### src/rtl/i2c_shift_datapath.sv
// Bit-level I2C datapath: word serialise/deserialise, ACK drive/capture and START/STOP/RSTART edges.
// Optional SDA input filter is built when I2C_DP_RX_FILTER_EN is defined.
module i2c_shift_datapath #(
    parameter int DATA_W  = 8,
    parameter int PRESC_W = 8
) (
    input  logic                         i2c_core_clock_i,
    input  logic                         reset_bit_i,
    input  logic                         sda_i,
    input  logic [3:0]                   phase_i,
    input  logic [DATA_W-1:0]            addr_rw_i,
    input  logic [DATA_W-1:0]            tx_data_i,
    input  logic                         ack_bit_i,
    input  logic [PRESC_W:0]             edge_cnt_i,
    input  logic [PRESC_W-1:0]           prescaler_i,
    output logic                         sda_o,
    output logic [DATA_W-1:0]            rx_data_o,
    output logic                         rx_valid_o,
    output logic                         ack_rx_o,
    output logic [$clog2(DATA_W+1)-1:0]  bit_cnt_o,
    output logic                         phase_done_o
);

    localparam int CNT_W = $clog2(DATA_W+1);
    localparam logic [CNT_W-1:0]   CNT_FULL = CNT_W'(DATA_W);
    localparam logic [CNT_W-1:0]   CNT_ONE  = CNT_W'(1);
    localparam logic [CNT_W-1:0]   CNT_ZERO = '0;
    localparam logic [PRESC_W:0]   P_ONE    = (PRESC_W+1)'(1);

    typedef enum logic [3:0] {
        PH_IDLE   = 4'd0,
        PH_START  = 4'd1,
        PH_WADDR  = 4'd2,
        PH_WDATA  = 4'd3,
        PH_RDATA  = 4'd4,
        PH_WACK   = 4'd5,
        PH_RACK   = 4'd6,
        PH_STOP   = 4'd7,
        PH_RSTART = 4'd8
    } phase_e;

    phase_e              ph;
    logic [3:0]          phase_q;
    logic                entry;
    logic [PRESC_W:0]    p_val;
    logic                t_drv;
    logic                t_smp;
    logic                sda_s;

    logic [DATA_W-1:0]   tx_sr;
    logic [DATA_W-1:0]   rx_sr;
    logic                fin_q;

    logic [CNT_W-1:0]    cnt_base;
    logic [DATA_W-1:0]   tx_base;
    logic [DATA_W-1:0]   rx_base;
    logic                fin_base;
    logic                cnt_live;
    logic                cnt_last;
    logic [DATA_W-1:0]   rx_shift;

`ifdef I2C_DP_RX_FILTER_EN
    logic [1:0] sync_q;
    logic [2:0] maj_q;

    // Line idles high, so the filter starts released to avoid a false low sample.
    always_ff @(posedge i2c_core_clock_i or negedge reset_bit_i) begin
        if (!reset_bit_i) begin
            sync_q <= 2'b11;
            maj_q  <= 3'b111;
        end else begin
            sync_q <= {sync_q[0], sda_i};
            maj_q  <= {maj_q[1:0], sync_q[1]};
        end
    end

    assign sda_s = (maj_q[0] & maj_q[1]) | (maj_q[1] & maj_q[2]) | (maj_q[0] & maj_q[2]);
`else
    assign sda_s = sda_i;
`endif

    // Codes above RSTART collapse onto IDLE so every action case stays exhaustive.
    always_comb begin
        if (phase_i <= 4'd8) ph = phase_e'(phase_i);
        else                 ph = PH_IDLE;
    end

    // Prescaler 0 behaves as 1; the counter width leaves room for 2P-1 without wrap.
    always_comb begin
        p_val = (prescaler_i == '0) ? P_ONE : {1'b0, prescaler_i};
        t_drv = (edge_cnt_i == p_val - P_ONE);
        t_smp = (edge_cnt_i == (p_val << 1) - P_ONE);
    end

    assign entry = (phase_i != phase_q);

    // Entry load is folded into the base values so a coincident drive/sample point
    // acts on the freshly loaded word and count in the same cycle.
    // NOTE: every always_comb output gets a default first, so no path can infer a latch.
    always_comb begin
        cnt_base = bit_cnt_o;
        tx_base  = tx_sr;
        rx_base  = rx_sr;
        fin_base = fin_q;
        if (entry) begin
            fin_base = 1'b0;
            case (ph)
                PH_WADDR: begin
                    tx_base  = addr_rw_i;
                    cnt_base = CNT_FULL;
                end
                PH_WDATA: begin
                    tx_base  = tx_data_i;
                    cnt_base = CNT_FULL;
                end
                PH_RDATA: begin
                    rx_base  = '0;
                    cnt_base = CNT_FULL;
                end
                PH_WACK, PH_RACK: cnt_base = CNT_ONE;
                default:          cnt_base = CNT_ZERO;
            endcase
        end
        cnt_live = (cnt_base != CNT_ZERO);
        cnt_last = (cnt_base == CNT_ONE);
        rx_shift = {rx_base[DATA_W-2:0], sda_s};
    end

    // NOTE: state registers use non-blocking assignments so every flop samples pre-edge values.
    always_ff @(posedge i2c_core_clock_i or negedge reset_bit_i) begin
        if (!reset_bit_i) begin
            phase_q      <= 4'd0;
            sda_o        <= 1'b1;
            rx_data_o    <= '0;
            rx_valid_o   <= 1'b0;
            ack_rx_o     <= 1'b1;
            bit_cnt_o    <= CNT_ZERO;
            phase_done_o <= 1'b0;
            tx_sr        <= '0;
            rx_sr        <= '0;
            fin_q        <= 1'b0;
        end else begin
            phase_q      <= phase_i;
            rx_valid_o   <= 1'b0;
            phase_done_o <= 1'b0;
            bit_cnt_o    <= cnt_base;
            tx_sr        <= tx_base;
            rx_sr        <= rx_base;
            fin_q        <= fin_base;

            case (ph)
                PH_WADDR, PH_WDATA: begin
                    if (cnt_live && t_drv) begin
                        sda_o <= tx_base[DATA_W-1];
                        tx_sr <= {tx_base[DATA_W-2:0], 1'b0};
                    end
                    if (cnt_live && t_smp) begin
                        bit_cnt_o <= cnt_base - CNT_ONE;
                        if (cnt_last) begin
                            phase_done_o <= 1'b1;
                            fin_q        <= 1'b1;
                        end
                    end
                end
                PH_RDATA: begin
                    sda_o <= 1'b1;
                    if (cnt_live && t_smp) begin
                        rx_sr     <= rx_shift;
                        bit_cnt_o <= cnt_base - CNT_ONE;
                        if (cnt_last) begin
                            rx_data_o    <= rx_shift;
                            rx_valid_o   <= 1'b1;
                            phase_done_o <= 1'b1;
                            fin_q        <= 1'b1;
                        end
                    end
                end
                PH_WACK: begin
                    if (cnt_live && t_drv) sda_o <= ack_bit_i;
                    if (cnt_live && t_smp) begin
                        bit_cnt_o    <= cnt_base - CNT_ONE;
                        phase_done_o <= 1'b1;
                        fin_q        <= 1'b1;
                    end
                end
                PH_RACK: begin
                    sda_o <= 1'b1;
                    if (cnt_live && t_smp) begin
                        ack_rx_o     <= sda_s;
                        bit_cnt_o    <= cnt_base - CNT_ONE;
                        phase_done_o <= 1'b1;
                        fin_q        <= 1'b1;
                    end
                end
                PH_START: begin
                    if (t_drv) sda_o <= 1'b0;
                end
                // A finished STOP/RSTART ignores further SCL points so the bus edge is not repeated.
                PH_STOP: begin
                    if (!fin_base) begin
                        if (t_drv) sda_o <= 1'b0;
                        if (t_smp) begin
                            sda_o        <= 1'b1;
                            phase_done_o <= 1'b1;
                            fin_q        <= 1'b1;
                        end
                    end
                end
                PH_RSTART: begin
                    if (!fin_base) begin
                        if (t_drv) sda_o <= 1'b1;
                        if (t_smp) begin
                            sda_o        <= 1'b0;
                            phase_done_o <= 1'b1;
                            fin_q        <= 1'b1;
                        end
                    end
                end
                default: ;
            endcase
        end
    end

endmodule
### config.mk
export PLATFORM = sky130hd
export DESIGN_NAME = i2c_shift_datapath
export DESIGN_NICKNAME = d
export VERILOG_FILES = /design/src/rtl/i2c_shift_datapath.sv
export SDC_FILE = /design/constraint.sdc
export NUM_CORES = 1
export LEC_CHECK = 0
export CAP_MARGIN = 30
export CORE_UTILIZATION = 40
export DETAILED_ROUTE_END_ITERATION = 6
export HOLD_SLACK_MARGIN = 0.02
export PLACE_DENSITY = 0.65
export SLEW_MARGIN = 20
export SYNTH_ARGS = -nofsm -noshare
export SYNTH_HDL_FRONTEND = slang
export SYNTH_SLANG_ARGS = --single-unit
### constraint.sdc
create_clock -name i2c_core_clock_i -period 3.4 [get_ports i2c_core_clock_i]
set_input_delay 0.68 -clock i2c_core_clock_i [delete_from_list [all_inputs] [get_ports i2c_core_clock_i]]
set_output_delay 0.68 -clock i2c_core_clock_i [all_outputs]
set_load 0.01 [all_outputs]
==> flow_metrics.env, run 1 <==
export IMPL_clk_latency_ns=0.28
export IMPL_synth_edf_count=0
export IMPL_path_cells="dlymetal6s2s_1 > nor4_4 > a21oi_2 > ha_2 > buf_4 > o22ai_1 > a211oi_1 > o2111ai_1 > nor4_2 > nand4_2 > buf_12 > clkbuf_4 > mux2i_1 > mux2i_1"
export IMPL_syn_nets=303
export IMPL_drt_wirelength_per_cell_um=13.0
export IMPL_p_per_area_mw_per_mm2=287
export IMPL_clockPowerShare_pct=28.6
export IMPL_whs_ns=0.473
export IMPL_outcome="finished, final reports clean"
export IMPL_hold_violations=0
export IMPL_pwr_share_comb_pct=26.2
export IMPL_clk_path_buf_depth=2
export IMPL_fillCellCount=541
export IMPL_final_cell_mix="clkdlybuf4s50_1, mux2i_1, buf_4"
export IMPL_chipWidth_um=81.2
export IMPL_cp_arrival_ns=3.40
export IMPL_ys_ff_latch=36
export IMPL_cap_violations=0
export IMPL_routabilityCongestion=0.847
export IMPL_synth_cell_types=51
export IMPL_p_sw_mw=0.297
export IMPL_p_int_mw=0.744
export IMPL_detailed_place_area_mm2=0.00339
export IMPL_die_area_mm2=0.00660
export IMPL_rows=28
export IMPL_irDropWorstVdd_uv=203
export IMPL_seq_power_share_pct=45.3
export IMPL_synthArstFlopShare_pct=100
export IMPL_ys_warn_count=0
export IMPL_crit_cells=14
export IMPL_grt_pass1_vias=2028
export IMPL_critPathSlowestCell="nor4_2"
export IMPL_critPathMaxStageDelay_ns=0.39
export IMPL_cts_made_buffers=5
export IMPL_routed_wl_mm=5.53
export IMPL_syn_area_per_cell_um2=9.70
export IMPL_fp_dieH_um=81.2
export IMPL_endpoint_kind="flop"
export IMPL_path_delay_family="simple AND/OR/NAND/NOR gates"
export IMPL_max_slew_worst_pin_slew_ns=0.788
export IMPL_fin_skew_ns=0.00884
export IMPL_rsz0062_at_grt="false"
export IMPL_worstSetupPathType="primary input to flop"
export IMPL_ctsHoldBuffers=0
export IMPL_cts_sinks=36
export IMPL_synth_cells=259
export IMPL_netlist_area_mm2=0.00251
export IMPL_swShare_pct=28.5
export IMPL_dpl_hpwl_mm=4.17
export IMPL_final_area_mm2=0.00362
export IMPL_vias=2176
export IMPL_avgViaCountPerCell=5.12
export IMPL_cellLeakagePower_nw=1.77
export IMPL_place_inst=411
export IMPL_grt_pass1_wl_mm=8.90
export IMPL_worstHoldPathType="primary input to asynchronous set/reset pin"
export IMPL_fin_crit_sh_pct=95.0
export IMPL_antenna_found_initial=0
export IMPL_fin_cells=425
export IMPL_layout_commonest_cell="clkdlybuf4s50_1"
export IMPL_area_delta_synth_final_pct=44.1
export IMPL_drt_iter0_drc=76
export IMPL_crit_required_ns=3.57
export IMPL_yosysSeqAreaShare_pct=36.0
export IMPL_setup_worst_path_start_class="primary input"
export IMPL_synth_ff_type="dfrtp_1"
export IMPL_io_pins=57
export IMPL_ant_nets=0
export IMPL_drc=0
export IMPL_slew_headroom_pct=47.5
export IMPL_io_buffers=56
export IMPL_core_mm2=0.00599
export IMPL_grt_ovfl_total=0
export IMPL_drive_gt1_share_pct=24.0
export IMPL_final_nets=393
export IMPL_grt_usage_pct=17.1
export IMPL_clkTransAtPathRegs_ns=0.08
export IMPL_start_util_pct=41.9
export IMPL_root_buffer="clkbuf_8"
export IMPL_fin_crit_ns=3.23
export IMPL_cts_htree_levels=2
export IMPL_fmax_mhz=310
export IMPL_reg2reg_depth=11
export IMPL_cts_tree="done"
export IMPL_setup_violations_final=0
export IMPL_drt_pass1_iter_count=4
export IMPL_drv_slew=0
export IMPL_cpMostUsedCell="mux2i_1"
export IMPL_diodes=0
export IMPL_crit_buf_inv=4
export IMPL_worstPathMaxFanout=6
export IMPL_grt_max_degree=37
-- cells by family after synthesis --
group / after synthesis / share of synthesized area (%)
simple gates: 84 / 20.0
mux: 46 / 18.8
compound gates: 36 / 10.1
flops: 36 / 36.0
buf+inv: 29 / 4.83
xor+xnor: 25 / 8.72
fa+ha+maj: 3 / 1.49
-- final timing paths --
| path | from | slack (ns) | endpoint |
|---|---|---|---|
| min in group i2c_core_clock_i | fin_q$_DFF_PN0_ | 0.50 | fin_q$_DFF_PN0_ |
| setup / recovery | prescaler_i[7] | 0.17 | tx_sr[2]$_DFF_PN0_ |
| hold / removal | reset_bit_i | 0.47 | bit_cnt_o[2]$_DFF_PN0_ |
| max in group asynchronous | reset_bit_i | 2.42 | tx_sr[2]$_DFF_PN0_ |
| hold reg to reg | fin_q$_DFF_PN0_ | 0.50 | fin_q$_DFF_PN0_ |
| setup reg to reg | phase_q[1]$_DFF_PN0_ | 0.74 | tx_sr[2]$_DFF_PN0_ |
-- layout make-up --
| class | count | area (µm²) | share of cell area (%) |
|---|---|---|---|
| Inverter | 17 | 63.8 | 1.76 |
| Multi-Input combinational cell | 194 | 1560 | 43.2 |
| Clock inverter | 3 | 18.8 | 0.519 |
| Tap cell | 75 | 93.8 | 2.59 |
| Clock buffer | 5 | 68.8 | 1.90 |
| Sequential cell | 36 | 903 | 25.0 |
| Timing Repair Buffer | 95 | 906 | 25.0 |
-- flip-flops by register name (all words and copies together), names as in the netlist --
signal,flops
ack_rx_o,1
bit_cnt_o,4
fin_q,1
phase_done_o,1
phase_q,4
rx_data_o,8
rx_sr,7
rx_valid_o,1
sda_o,1
tx_sr,8
-- stage by stage --
step                util [%]  setup slack [ns]  total power [mW]  TNS [ns]
floorplan                  -            0.0124             0.619         0
global placement        56.5            -0.278             0.739     -4.13
detailed placement      56.5            -0.326             0.744     -5.58
CTS                     58.2            0.0243              1.05         0
global route            60.4            0.0640              1.10         0
finish                  60.4             0.170              1.04         0
-- timing repair --
action	4_1_cts	5_1_grt
gates resized for setup	2	20
pin swaps	1	12
setup buffers	0	6
setup endpoints to repair	1	23
-- synth_stat cells (all sizes together), types with 4 or more instances --
| cell type | number | area [µm²] |
|---|---|---|
| a21oi | 8 | 40.0 |
| buf | 6 | 35.0 |
| clkbuf | 6 | 22.5 |
| dfrtp | 34 | 851 |
| inv | 17 | 63.8 |
| mux2 | 10 | 113 |
| mux2i | 36 | 360 |
| nand2 | 22 | 82.6 |
| nand3 | 7 | 47.6 |
| nor2 | 19 | 87.6 |
| nor2b | 4 | 25.0 |
| nor3 | 6 | 30.0 |
| nor4 | 7 | 71.3 |
| o21ai | 11 | 55.1 |
| xnor2 | 15 | 131 |
| xor2 | 10 | 87.6 |
-- worst register-to-register path: cells and delay by family (launching register included) --
family / cells / cell delay, ns
mux: 3 / 0.53
fa+ha+maj: 1 / 0.22
buf+inv: 3 / 0.49
simple gates: 3 / 0.78
xor+xnor: 1 / 0.14
flops: 1 / 0.37
-- power groups by stage --
stage                     Combinational (mW)  Sequential (mW)  Clock, mW
after floorplan                        0.141            0.478          0
after global placement                 0.260            0.479          0
after detailed placement               0.264            0.480          0
after CTS                              0.268            0.471      0.307
after global routing                   0.299            0.474      0.325
final                                  0.272            0.471      0.297
-- layer usage --
layer	wire length, µm	GRT usage [%]
met1	2650	22.8
met2	2680	28.5
met3	160	3.60
met4	42	3.39
met5	0	0
Power figures use the tool's default switching activity.
==> run 2, diff against run 1 <==
--- a/config.mk
+++ b/config.mk
@@ -8,6 +8,7 @@
 export CAP_MARGIN = 30
 export CORE_UTILIZATION = 40
 export DETAILED_ROUTE_END_ITERATION = 6
+export GPL_ROUTABILITY_DRIVEN = 0
 export HOLD_SLACK_MARGIN = 0.02
 export PLACE_DENSITY = 0.65
 export SLEW_MARGIN = 20
==> results of run 2 <==
Final layout, timing and power as in run 1 (identical DEF).
==> run 3, diff against run 2 <==
--- a/config.mk
+++ b/config.mk
@@ -11,6 +11,7 @@
 export GPL_ROUTABILITY_DRIVEN = 0
 export HOLD_SLACK_MARGIN = 0.02
 export PLACE_DENSITY = 0.65
+export SKIP_LAST_GASP = 1
 export SLEW_MARGIN = 20
 export SYNTH_ARGS = -nofsm -noshare
 export SYNTH_HDL_FRONTEND = slang
==> results of run 3 <==
Final layout, timing and power as in run 1 (identical DEF).
